File: src/rtl/pop_arbiter.sv
// -----------------------------------------------------------------------------
// pop_arbiter
//   Round-robin arbiter that drains four source FIFOs into one destination
//   FIFO through a three-stage pipeline:
//     GRANT   (cycle N)   : pop strobe to the winning source
//     CAPTURE (cycle N+1) : the source's read data is registered
//     PUSH    (cycle N+2) : push strobe with data_out / src_id
//
// Ports
//   clk              : clock, rising edge
//   reset            : asynchronous active-low reset
//   empty            : per-source empty flags (registered in the FIFOs,
//                      so each lags its pop by one cycle)
//   data_in0..3      : per-source read data, valid the cycle after a pop
//   dest_almost_full : destination has fewer than 3 free slots
//   pop              : one-hot-or-zero pop strobes (registered)
//   push             : destination push strobe (registered)
//   data_out         : word pushed; holds its value while push=0
//   src_id           : source index of data_out
//   busy             : a word is in the GRANT or CAPTURE stage
// -----------------------------------------------------------------------------
module pop_arbiter #(
   parameter int DATA_WIDTH = 12,
   parameter int NUM_SRC    = 4
) (
   input  logic                  clk,
   input  logic                  reset,
   input  logic [NUM_SRC-1:0]    empty,
   input  logic [DATA_WIDTH-1:0] data_in0,
   input  logic [DATA_WIDTH-1:0] data_in1,
   input  logic [DATA_WIDTH-1:0] data_in2,
   input  logic [DATA_WIDTH-1:0] data_in3,
   input  logic                  dest_almost_full,
   output logic [NUM_SRC-1:0]    pop,
   output logic                  push,
   output logic [DATA_WIDTH-1:0] data_out,
   output logic [1:0]            src_id,
   output logic                  busy
);

   typedef enum logic {
      IDLE  = 1'b0,
      GRANT = 1'b1
   } state_t;

   state_t                state_q, state_d;
   logic [NUM_SRC-1:0]    pop_q, pop_d;
   logic [NUM_SRC-1:0]    elig;
   logic [1:0]            last_q, last_d;
   logic                  found;
   logic [1:0]            win;
   logic                  cap_vld_q;
   logic [1:0]            cap_id_q;
   logic [DATA_WIDTH-1:0] cap_data;
   logic                  push_q;
   logic [DATA_WIDTH-1:0] data_out_q;
   logic [1:0]            src_id_q;

   // A source granted this cycle is excluded from the next grant: its empty
   // flag has not yet reflected the pop, so it might be out of words.
   always_comb begin : arb_search
      logic [1:0] cand;
      elig  = ~empty & ~pop_q & {NUM_SRC{~dest_almost_full}};
      found = 1'b0;
      win   = last_q;
      cand  = last_q;
      // Search starts one past the last grant; k=4 wraps back to last_q.
      for (int k = 1; k <= 4; k++) begin
         cand = last_q + 2'(k);
         if (!found && elig[cand]) begin
            found = 1'b1;
            win   = cand;
         end
      end
   end

   always_comb begin : fsm_next
      state_d = state_q;
      pop_d   = '0;
      last_d  = last_q;
      case (state_q)
         IDLE: begin
            if (found) begin
               state_d = GRANT;
            end
         end
         GRANT: begin
            state_d = found ? GRANT : IDLE;
         end
         default: state_d = IDLE;
      endcase
      if (found) begin
         pop_d[win] = 1'b1;
         last_d     = win;
      end
   end

   always_comb begin : capture_mux
      cap_data = data_in0;
      case (cap_id_q)
         2'd0:    cap_data = data_in0;
         2'd1:    cap_data = data_in1;
         2'd2:    cap_data = data_in2;
         default: cap_data = data_in3;
      endcase
   end

   always_ff @(posedge clk or negedge reset) begin
      if (!reset) begin
         state_q    <= IDLE;
         pop_q      <= '0;
         last_q     <= 2'd3;
         cap_vld_q  <= 1'b0;
         cap_id_q   <= 2'd0;
         push_q     <= 1'b0;
         data_out_q <= '0;
         src_id_q   <= 2'd0;
      end else begin
         state_q   <= state_d;
         pop_q     <= pop_d;
         last_q    <= last_d;
         // While a grant is live, last_q holds the index of that grant.
         cap_vld_q <= |pop_q;
         cap_id_q  <= last_q;
         push_q    <= cap_vld_q;
         if (cap_vld_q) begin
            data_out_q <= cap_data;
            src_id_q   <= cap_id_q;
         end
      end
   end

   assign pop      = pop_q;
   assign push     = push_q;
   assign data_out = data_out_q;
   assign src_id   = src_id_q;
   assign busy     = (state_q == GRANT) | cap_vld_q;

endmodule

File: config.mk
export PLATFORM = sky130hd
export DESIGN_NAME = pop_arbiter
export DESIGN_NICKNAME = d
export VERILOG_FILES = /design/src/rtl/pop_arbiter.sv
export SDC_FILE = /design/constraint.sdc
export NUM_CORES = 1
export LEC_CHECK = 0
export ABC_CLOCK_PERIOD_IN_PS = 4050
export CORE_MARGIN = 1
export CORE_UTILIZATION = 40
export DETAILED_ROUTE_END_ITERATION = 6
export GPL_TIMING_DRIVEN = 0
export MAX_ROUTING_LAYER = met4
export PLACE_DENSITY = 0.91
export SYNTH_ARGS = -nofsm -noshare
export SYNTH_HDL_FRONTEND = slang
export SYNTH_SLANG_ARGS = --single-unit
export TNS_END_PERCENT = 50
File: constraint.sdc
create_clock -name clk -period 4.05 [get_ports clk]
set_clock_uncertainty 0.2 [all_clocks]
set_input_delay 1.215 -clock clk [delete_from_list [all_inputs] [get_ports clk]]
set_output_delay 1.215 -clock clk [all_outputs]
set_load 0.01 [all_outputs]
# Yosys cells after proc, flatten, opt, wreduce, memory -nomap -nowiden
# Index checks and enable logic that the tools add are counted.
[word_totals] out_inout_bits=20 word_cells=55 reg_bits=25 in_bits=55
[classes] addsub=3 muxes=21 magnitude_cmp=6 reduce_logical=9 bitwise_logic=6 n_eq_ne=2
[ops] op="one-hot mux 12 bit (3 select lines)" n=1
[ops] op="less-than comparator 2 x 3 -> 1 bit (second input constant)" n=5
[ops] op="two-way mux 1 bit" n=10
[ops] op="AND 4 bit" n=2
[ops] op="binary-select mux 1 bit (select 2 bit)" n=4
[ops] op="two-way mux 2 bit" n=4
[ops] op="NOT 4 bit" n=2
[ops] op="adder 2 bit (second input constant)" n=2
[ops] op="logical AND 1 bit" n=4
[ops] op="two-way mux 4 bit" n=1
[ops] op="OR reduction 4 bit" n=1
[ops] op="logical NOT 1 bit" n=3
[ops] op="adder 2 x 1 -> 2 bit (second input constant)" n=1
[ops] op="demux 1 bit (select 2 bit)" n=1
[ops] op="equality test 2 x 1 -> 1 bit (second input constant)" n=1
[ops] op="equality test 2 bit (second input constant)" n=1
[ops] op="greater-or-equal comparator 2 x 1 -> 1 bit (second input constant)" n=1
[ops] op="logical NOT 2 bit" n=1
[ops] op="NOT 1 bit" n=1
[ops] op="OR 1 bit" n=1

# Longest topological paths before layout
[logic_depth] depth_word=20 mapped_depth=5

# Least setup slack after synthesis
# OpenSTA, ideal clock, no wires.
[synth_path] path_kind="in2reg" from="input empty[2]" to="register pop_q[3] (netlist: pop[3])" stages=5 required_ns=3.731 t_arrival_ns=2.257 path_buffers=0 setup_slack_ns=1.474 setup_ns=0.119 path_cell_list="or2_2 o311a_1 a221oi_2 inv_2 and2_1"
[synth_via] elab_chain_cells=20 elab_cells_between_ends=31
[synth_rtl] element="from (decl)" line="28" source="input logic [NUM_SRC-1:0] empty,"
[synth_rtl] element="NOT 4 bit *" line="63" source="elig = ~empty & ~pop_q & {NUM_SRC{~dest_almost_full}};"
[synth_rtl] element="AND 4 bit * (2 in series)" line="63"
[synth_rtl] element="binary-select mux 1 bit (select 2 bit)" line="70" source="if (!found && elig[cand]) begin"
[synth_rtl] element="two-way mux 1 bit (not written as such)" line="70"
[synth_rtl] element="two-way mux 1 bit" line="70"
[synth_rtl] element="logical NOT 1 bit" line="70"
[synth_rtl] element="logical AND 1 bit" line="70"
[synth_rtl] element="two-way mux 1 bit" line="70"
[synth_rtl] element="[4 not listed]"
[synth_rtl] element="logical AND 1 bit" line="70"
[synth_rtl] element="two-way mux 2 bit" line="70"
[synth_rtl] element="less-than comparator 2 x 3 -> 1 bit (not written as such) / greater-or-equal comparator 2 x 1 -> 1 bit (equally long branches)" line="93" source="pop_d[win] = 1'b1;"
[synth_rtl] element="logical AND 1 bit (not written as such)" line="93"
[synth_rtl] element="two-way mux 1 bit (not written as such)" line="93"
[synth_rtl] element="demux 1 bit (select 2 bit)" line="93"
[synth_rtl] element="two-way mux 4 bit *" line="92" source="if (found) begin"
[synth_rtl] element="net pop_d[3]" line="47" source="logic [NUM_SRC-1:0] pop_q, pop_d;"
[synth_rtl] element="to (signal assigned)" line="120" source="pop_q <= pop_d;"
[synth_rtl] element="to (decl)" line="47"
# The timed path passes the listed nets; every way through them passes the cells marked *. The select of a mux whose other input is x is not followed.
# A chain may end at the register's enable or synchronous reset.

# Final worst setup path
[layout_path] from="register cap_vld_q" to="output busy"
[layout_via] elab_chain_cells=1
[layout_rtl] element="from (decl)" line="52" source="logic cap_vld_q;"
[layout_rtl] element="from (signal assigned)" line="123" source="cap_vld_q <= |pop_q;"
[layout_rtl] element="OR 1 bit" line="137" source="assign busy = (state_q == GRANT) | cap_vld_q;"
[layout_rtl] element="to (decl)" line="38" source="output logic busy"
# Every way passes these cells.

==> results.sh <==
export IMPL_status="finished clean"
export IMPL_yosys_warnings=0
export IMPL_antenna_diode_count=0
export IMPL_min_period_over_period=0.876
export IMPL_avgRoutedWirePerCell_um=17.4
export IMPL_dieArea_um2=3410
export IMPL_ctsRootBufferMaster="clkbuf_4"
export IMPL_worstSetupEndpointType="primary output"
export IMPL_cp_top_family="buffers and inverters"
export IMPL_final_common_cell="clkdlybuf4s50_1"
export IMPL_hold_violations=0
export IMPL_hpwl_um=3000
export IMPL_cts_hold_buf=0
export IMPL_start_kind="register"
export IMPL_vias_per_cell=5.33
export IMPL_crit_top_cell="clkbuf_1"
export IMPL_grt_pass1_vias=1195
export IMPL_clockBufferDepth=2
export IMPL_syn_nets=142
export IMPL_routed_wl_met3_um=246
export IMPL_ys_seq_area_frac=0.494
export IMPL_crit_buf_inv=3
export IMPL_drt_met1_wl_um=1280
export IMPL_drtIter0Drc=22
export IMPL_instances_no_fill=209
export IMPL_p_leak_nw=0.820
export IMPL_power_density_nw_per_um2=615
export IMPL_max_cap_violations=0
export IMPL_worst_ep_arrival_time_ps=2130
export IMPL_pin_count=75
export IMPL_wirelength_um=3640
export IMPL_port_buffers=74
export IMPL_crit_fanout=10
export IMPL_top_layer="met4"
export IMPL_globalRouteOverflowTotal=0
export IMPL_max_slew_worst_pin_slew_ps=1070
export IMPL_ant_nets=0
export IMPL_crit_chain="clkbuf_1 -> clkbuf_1 -> or2_2 -> clkdlybuf4s50_1"
export IMPL_worst_hold_path_type="reg -> reg"
export IMPL_synth_seq_cells=25
export IMPL_start_util=0.420
export IMPL_tritoncts="yes"
export IMPL_drtPass1Iterations=4
export IMPL_synth_edff_count=0
export IMPL_core_area_um2=3030
export IMPL_h_tree_depth=1
export IMPL_cts_buffers=3
export IMPL_grt_max_degree=26
export IMPL_final_cell_mix="clkdlybuf4s50_1, dfrtp_1, mux2_2"
export IMPL_crit_path_top_delay_cell="clkdlybuf4s50_1"
export IMPL_vias=1115
export IMPL_fp_dieH_um=58.4
export IMPL_ys_types=25
export IMPL_cts_resized=0
export IMPL_gp_congestion=0.783
export IMPL_syn_avg_cell_area_um2=14.6
export IMPL_synthesis_area_um2=1270
export IMPL_dp_cells=205
export IMPL_nets=221
export IMPL_area_growth_pct=64.9
export IMPL_num_rows=20
export IMPL_layout_drive_gt1_share=0.230
export IMPL_layout_min_cycle_time_ps=3550
export IMPL_post_place_ws_ps=832
export IMPL_total_power_mw=1.29
export IMPL_setup_viol=0
export IMPL_drc=0
export IMPL_tns_ps=0
export IMPL_async_flop_share=1.00
export IMPL_vdd_drop_max_uv=315
export IMPL_max_freq_mhz=282
export IMPL_critPathKind="reg -> out"
export IMPL_chipWidth_um=58.4
export IMPL_grt_use_total=0.233
export IMPL_cts_clk_slew_worst_paths_ps=130
export IMPL_rsz0062_at_grt="no"
export IMPL_grt_pass1_wl_um=5630
export IMPL_clk_latency_ps=310
export IMPL_post_cts_buffers=0
export IMPL_clock_sinks=25
export IMPL_antenna_found_initial=0
export IMPL_maxSlewViolCount=0
export IMPL_setup_ws_ps=503
export IMPL_slew_limit_headroom=0.286
export IMPL_wl_met2_um=2000
export IMPL_synth_flop_cell="dfrtp_1"
export IMPL_critPathMaxStageDelay_ps=540
export IMPL_syn_inst=87
export IMPL_worstPathRequired_ps=2630
[where the power goes]
part	internal (mW)	switching [mW]	total, mW
clock	0.0376	0.0718	0.109
combinational	0.449	0.271	0.719
sequential	0.373	0.0895	0.462
[worst register-to-register path: cells and delay by family, from the launching register on]
kind | cells | cell delay, ps
AND/OR/NAND/NOR | 2 | 550
flip-flops | 1 | 620
AO/OA/AOI/OAI | 2 | 560
[sequential cells by signal, summed over array words and instances (netlist names)]
register and count:
state_q 1, cap_id_q 2, cap_vld_q 1, pop 4
last_q 2, data_out 12, push 1, src_id 2
[synth_stat cells (2+ instances only)]
| library cell | count | area, µm² |
|---|---|---|
| a21oi_1 | 3 | 15.0 |
| and2_1 | 2 | 12.5 |
| clkbuf_1 | 3 | 11.3 |
| dfrtp_1 | 23 | 576 |
| dfstp_2 | 2 | 52.6 |
| mux2_2 | 14 | 158 |
| mux4_2 | 12 | 270 |
| nor2_1 | 9 | 33.8 |
| o22ai_1 | 2 | 12.5 |
| or2_2 | 2 | 12.5 |
[cells by family after synthesis]
kind of cell,synth area share
flops,0.494
simple gates,0.0737
compound gates,0.0777
mux,0.336
buf+inv,0.0187
[final timing paths]
check                      depth (start not counted)      start           to  slack [ps]
hold / removal                                     0  cap_vld_q         push         190
min in group asynchronous                          1      reset  data_out[7]        1270
setup / recovery                                   4  cap_vld_q         busy         500
hold reg to reg                                    0  cap_vld_q         push         190
setup reg to reg                                   4  last_q[1]       pop[3]        2070
max in group asynchronous                          1      reset  data_out[2]        1750
[metal layers]
metal | GRT usage | vias up
met5 | - | -
met4 | 0.0986 | 0
met3 | 0.0352 | 14
met2 | 0.438 | 67
met1 | 0.239 | 539
li1 | - | 495
[final cells by class]
class	count	area [µm²]
flip-flops and latches	25	628
clock buffers	3	22.5
plain buffers	4	16.3
inverters	2	7.51
repair buffers	74	741
fillers	218	930
multi-input cells	56	621
clock inverters	1	7.51
well taps	44	55.1
[stage by stage]
step                utilization  hold WS (ps)  cell area, µm²
finish                    0.693           188            2100
global route              0.693           220            2100
CTS                       0.693           194            2100
detailed placement        0.683           162            2070
global placement          0.683           155            2070
floorplan                     -           152            1270
Power figures use the tool's default switching activity.
==> variant 1: new RTL, config.mk and constraints unchanged <==
Reset style: synchronous (`reset`), changed in one clocked block. Comments in the files are not updated.
--- a/src/rtl/pop_arbiter.sv
+++ b/src/rtl/pop_arbiter.sv
@@ -105,7 +105,7 @@
       endcase
    end
 
-   always_ff @(posedge clk or negedge reset) begin
+   always_ff @(posedge clk) begin
       if (!reset) begin
          state_q    <= IDLE;
          pop_q      <= '0;
Check against the original RTL: differs if reset is asserted again (counterexample within 4 cycles, from zero or initial values and one cycle with reset low); with reset held inactive, the same outputs for 10 cycles.
==> variant 1 against the original RTL <==
Area after synthesis is 7.8% higher. Register-to-register slack better by 0.22 ns. Setup slack better by 0.30 ns. Cell area is 4.1% higher. Critical path depth stayed put. Sequential share of layout area is 7.0 points lower. Wire length is 15% higher. Count of clock-buffer cells in the layout stayed put. Hold slack better by 0.13 ns. Sequential cell count stayed put.
Power is not compared: it rests on default switching activity, and its combinational part moved more than twofold at a synthesized area within 25%.
==> variant 1: results (changes against the original RTL) <==
| Metric | Value |
|---|---|
| Drt pass-1 iters | 4 (unchanged) |
| Cell family with most CP delay | buffers and inverters |
| Fillers | 251 (+15%) |
| Tot GR Track Use | 24.04% (+0.77 points) |
| DR vias/cell | 5.560 (+4.2%) |
| Slowest CP cell | clkdlybuf4s50_1 |
| CTS H-tree lvls | 1 (unchanged) |
| Hold_sp | src_id[1]$_SDFFE_PN0P_ |
| Top FF cell, synth | dfxtp_1 |
| Post-synthesis cell count | 120 (+38%) |
| HPWL Detailed | 3378 um (+12%) |
| Clock tree buffer depth | 2 (unchanged) |
| Root Driver | clkbuf_4 |
| Placed Instance Area | 0.002157 mm2 (+4.3%) |
| Hold/Removal Path Class | flip-flop to flip-flop |
| Peak supply drop | 0.2008 mV |
| Largest register FFs | 12 (unchanged) |
| Synth area leaders | dfxtp_1 (36%), mux4_2 (13%), mux2i_1 (10%) |
| Synth cell count leaders | dfxtp_1 (25), nor2_1 (23), mux2i_1 (14) |
| CTS clk-pin slew, worst paths | 0.13 ns (about the same) |
| Worst-skew pair later-pin latency | 0.32 ns |
| Initial DRC Count | 47 (+110%) |
| Worst Path Max Fanout | 10 (unchanged) |
| Synth unique cells | 34 (+36%) |
| Largest net degree at the start of global routing | 15 (-42%) |
| Pleak | 0.0007885 uW |
| Post-CTS sizing | 0 (unchanged) |
| Syn Nets | 175 (+23%) |
| Setup WS pre-CTS | 1.109 ns (+0.2771 ns) |
| Share of cells above drive strength 1 | 14.72% (-8.3 points) |
| Routability Congestion | 0.8371 (+6.9%) |
| Crit path launch | cap_vld_q$_SDFF_PN0_ |
| Num CTS Buffers | 3 (unchanged) |
| Synth Warn # | 0 (unchanged) |
| Worst R2R Start | cap_id_q[0]$_SDFF_PN0_ |
| Worst slew margin | 70.65% (+42 points) |
| # port buffers | 73 (-1.4%) |
| # nets final | 253 (+14%) |
| Ys async rst share | 0% (-100 points) |
| Max incr delay on CP | 0.49 ns (-0.05 ns) |
| Post-Route WL | 4174 um (+15%) |
| Placed Cells | 237 (+16%) |
| Detailed-route via count | 1,340 (+20%) |
| N_diodes | 0 (unchanged) |
| Top cell type's share of synthesized area | 36.50% (-8.7 points) |
| Worst Path Arrival | 1.83 ns (-0.30 ns) |
| Post-CTS Setup Repair Bufs | 0 (unchanged) |
| Number of global-route vias before repair | 1,351 (+13%) |
| Global-route wire length before repair | 6272 um (+11%) |
| Sequential fraction of the synthesis area | 36.50% (-13 points) |
| Outcome | finished, final reports clean |
| Initial antenna violation count | 0 (unchanged) |
==> variant 1: cell count changes after synthesis, moves of 3 or more <==
cell / unedited run / this run
buf_2: 1 / 4
dfrtp_1: 23 / 0
dfxtp_1: 0 / 25
mux2_2: 14 / 0
mux2i_1: 0 / 14
mux4_1: 0 / 4
mux4_2: 12 / 8
nor2_1: 9 / 23
nor3_1: 1 / 4
==> variant 1: cell type report <==
type                    count  area (um2)  share of cell area, %
clock inverters             1       5.005                 0.2291
well taps                  44       55.05                  2.520
plain buffers               8       53.80                  2.463
multi-input cells          85       809.5                  37.06
repair buffers             73       730.7                  33.45
inverters                   2       7.507                 0.3436
flip-flops and latches     25       500.5                  22.91
clock buffers               3       22.52                  1.031
==> variant 1: worst paths after layout <==
path	to	cells after the start	slack, ns
worst max-delay path	busy	4	0.81
worst max register to register	data_out[7]$_SDFFE_PN0P_	4	2.29
worst min register to register	src_id[1]$_SDFFE_PN0P_	2	0.31
worst min-delay path	src_id[1]$_SDFFE_PN0P_	2	0.31
==> variant 1: per-layer routing <==
layer / vias up / routed length (um) / track usage (%) / part of all wire [%]
met4: 0 / 40 / 5.844 / 0.96
met2: 71 / 2082 / 43.64 / 50
met5: - / 0 / - / 0
li1: 623 / - / - / -
met3: 6 / 385 / 4.904 / 9.2
met1: 640 / 1664 / 26.83 / 40
==> variant 1: cells by family after synthesis <==
logic type	count (synthesis)	share of synthesized area [%]
and+or+nand+nor	44	18.80
muxes	26	31.02
DFF	25	36.50
AOI/OAI and AO/OA	15	9.216
buffers and inverters	10	4.471
==> variant 1: tightest hold or removal path, stage by stage (launching register included) <==
cell and delay, ns:
dfxtp_1 0.35, mux2i_1 0.06, nor2_1 0.08
==> variant 1: metrics by stage <==
stage          total power, uW  utilization (%)
4_1_cts                  598.5            69.29
2_1_floorplan            385.9                -
3_3_place_gp             478.2            68.41
3_5_place_dp             489.8            68.41
5_1_grt                  625.1            69.29
6_report                 596.8            69.29
==> variant 1: power by group <==
part	switching, uW	internal (uW)	leakage, uW
logic	77.8	128	0.000567
clock network	74.8	37.0	0.0000177
registers	15.4	263	0.000204
==> variant 2: new RTL, config.mk and constraints unchanged <==
Without the edit above. Set the parameter `NUM_SRC` to 8 (it was 4).
--- a/src/rtl/pop_arbiter.sv
+++ b/src/rtl/pop_arbiter.sv
@@ -21,7 +21,7 @@
 // -----------------------------------------------------------------------------
 module pop_arbiter #(
    parameter int DATA_WIDTH = 12,
-   parameter int NUM_SRC    = 4
+   parameter int NUM_SRC    = 8
 ) (
    input  logic                  clk,
    input  logic                  reset,
Interface: changed (resized empty and pop); port bits go from 75 to 83. No check against the original RTL was run, so the function may have changed too.
==> variant 2 against the original RTL <==
Setup slack improved by 0.078 ns. Sequential cell count stayed put. Maximum frequency up 2.2%. Die area up 9.3%. Area after synthesis is 9.6% higher. Wire length rose by 4.3%. Total power rose by 6.8%. Cell area increased by 6.5%. Sequential share of layout area decreased by 1.8 points. Largest power group unchanged.
==> variant 2: results (changes against the original RTL) <==
| Metric | Value |
|---|---|
| Outcome | finished, final reports clean |
| Worst hold slack | 0.1964 ns (+0.008455 ns) |
| Met2 Wirelength | 1818 um (-9.3%) |
| Initial DRC Count | 40 (+82%) |
| Int Power | 916.9 uW (+6.7%) |
| Post-Route WL | 3797 um (+4.3%) |
| GR Util met3 | 5.042% (+1.5 points) |
| Pleak | 0.0009007 uW (+9.8%) |
| HPWL Detailed | 3068 um (+2.1%) |
| Multiplexer share of the synthesized area | 33.63% (about the same) |
| Synth cell count leaders | dfrtp_1 (23), mux4_2 (9), mux2_4 (8) |
| Setup WS pre-CTS | 0.9362 ns (+0.1041 ns) |
| Global-route wire length before repair | 5554 um (-1.3%) |
| Tot GR Track Use | 21.55% (-1.7 points) |
| Routed length on met1 | 1447 um (+13%) |
| Met1 usage | 23.59% (-0.28 points) |
| Internal reg-to-reg setup slack | 2.22 ns (+0.15 ns) |
| Placed Instance Area | 0.002205 mm2 (+6.6%) |
| Synth unique cells | 31 (+24%) |
| Drt wl/cell | 17.03 um (-2.2%) |
| R2R depth | 5 (+1) |
| Sequential fraction of the synthesis area | 45.02% (-4.3 points) |
| Compound-gate portion of the synthesized area | 6.726% (-1.0 points) |
| # nets final | 237 (+7.2%) |
| Share of cells above drive strength 1 | 22.60% (-0.43 points) |
| Peak supply drop | 0.2922 mV (-7.3%) |
| Placed Cells | 219 (+6.8%) |
| Synth area leaders | dfrtp_1 (41%), mux4_2 (15%), mux2_4 (8.6%) |
[variant 2: cell count changes in the layout (fill, tap and decap cells not counted), moves of 4 or more]
| cell | change |
|---|---|
| mux2_2 | -8 |
| buf_4 | +4 |
| nor2_1 | -5 |
| conb_1 | +4 |
| mux2_4 | +8 |
[variant 2: area by class of cell]
cell class,instances,area (um2)
Fill cell,254,1102
Timing Repair Buffer,74,740.7
Multi-Input combinational cell,64,715.7
Sequential cell,25,628.1
Buffer,10,62.56
Tap cell,46,57.56
Clock buffer,3,22.52
Clock inverter,1,7.507
[variant 2: critical path, delay by kind of cell (launching register included)]
| family | cells | cell delay, ns |
|---|---|---|
| buffers and inverters | 3 | 1.19 |
| flip-flops | 1 | 0.37 |
| AND/OR/NAND/NOR | 1 | 0.17 |
[variant 2: power by group through the flow]
| stage | registers (uW) | logic (uW) | clock network [uW] |
|---|---|---|---|
| after floorplan | 495 | 441 | 0 |
| after global routing | 480 | 860 | 126 |
| after CTS | 465 | 807 | 115 |
| after detailed placement | 471 | 803 | 0 |
| final | 464 | 803 | 112 |
| after global placement | 461 | 780 | 0 |
[variant 2: cell families (layout without fill, tap and decap cells)]
kind of cell,count (synthesis),after routing
mux,26,26
other cells,1,4
flops,25,25
compound gates,13,13
buf+inv,10,88
simple gates,21,21
[variant 2: worst max path at each step]
stage	start	to	depth (start not counted)
finish	cap_vld_q$_DFF_PN0_	busy	4
global route	cap_vld_q$_DFF_PN0_	busy	4
CTS	cap_vld_q$_DFF_PN0_	busy	4
detailed placement	cap_vld_q$_DFF_PN0_	busy	4
global placement	cap_vld_q$_DFF_PN0_	busy	4
floorplan	cap_vld_q$_DFF_PN0_	busy	3
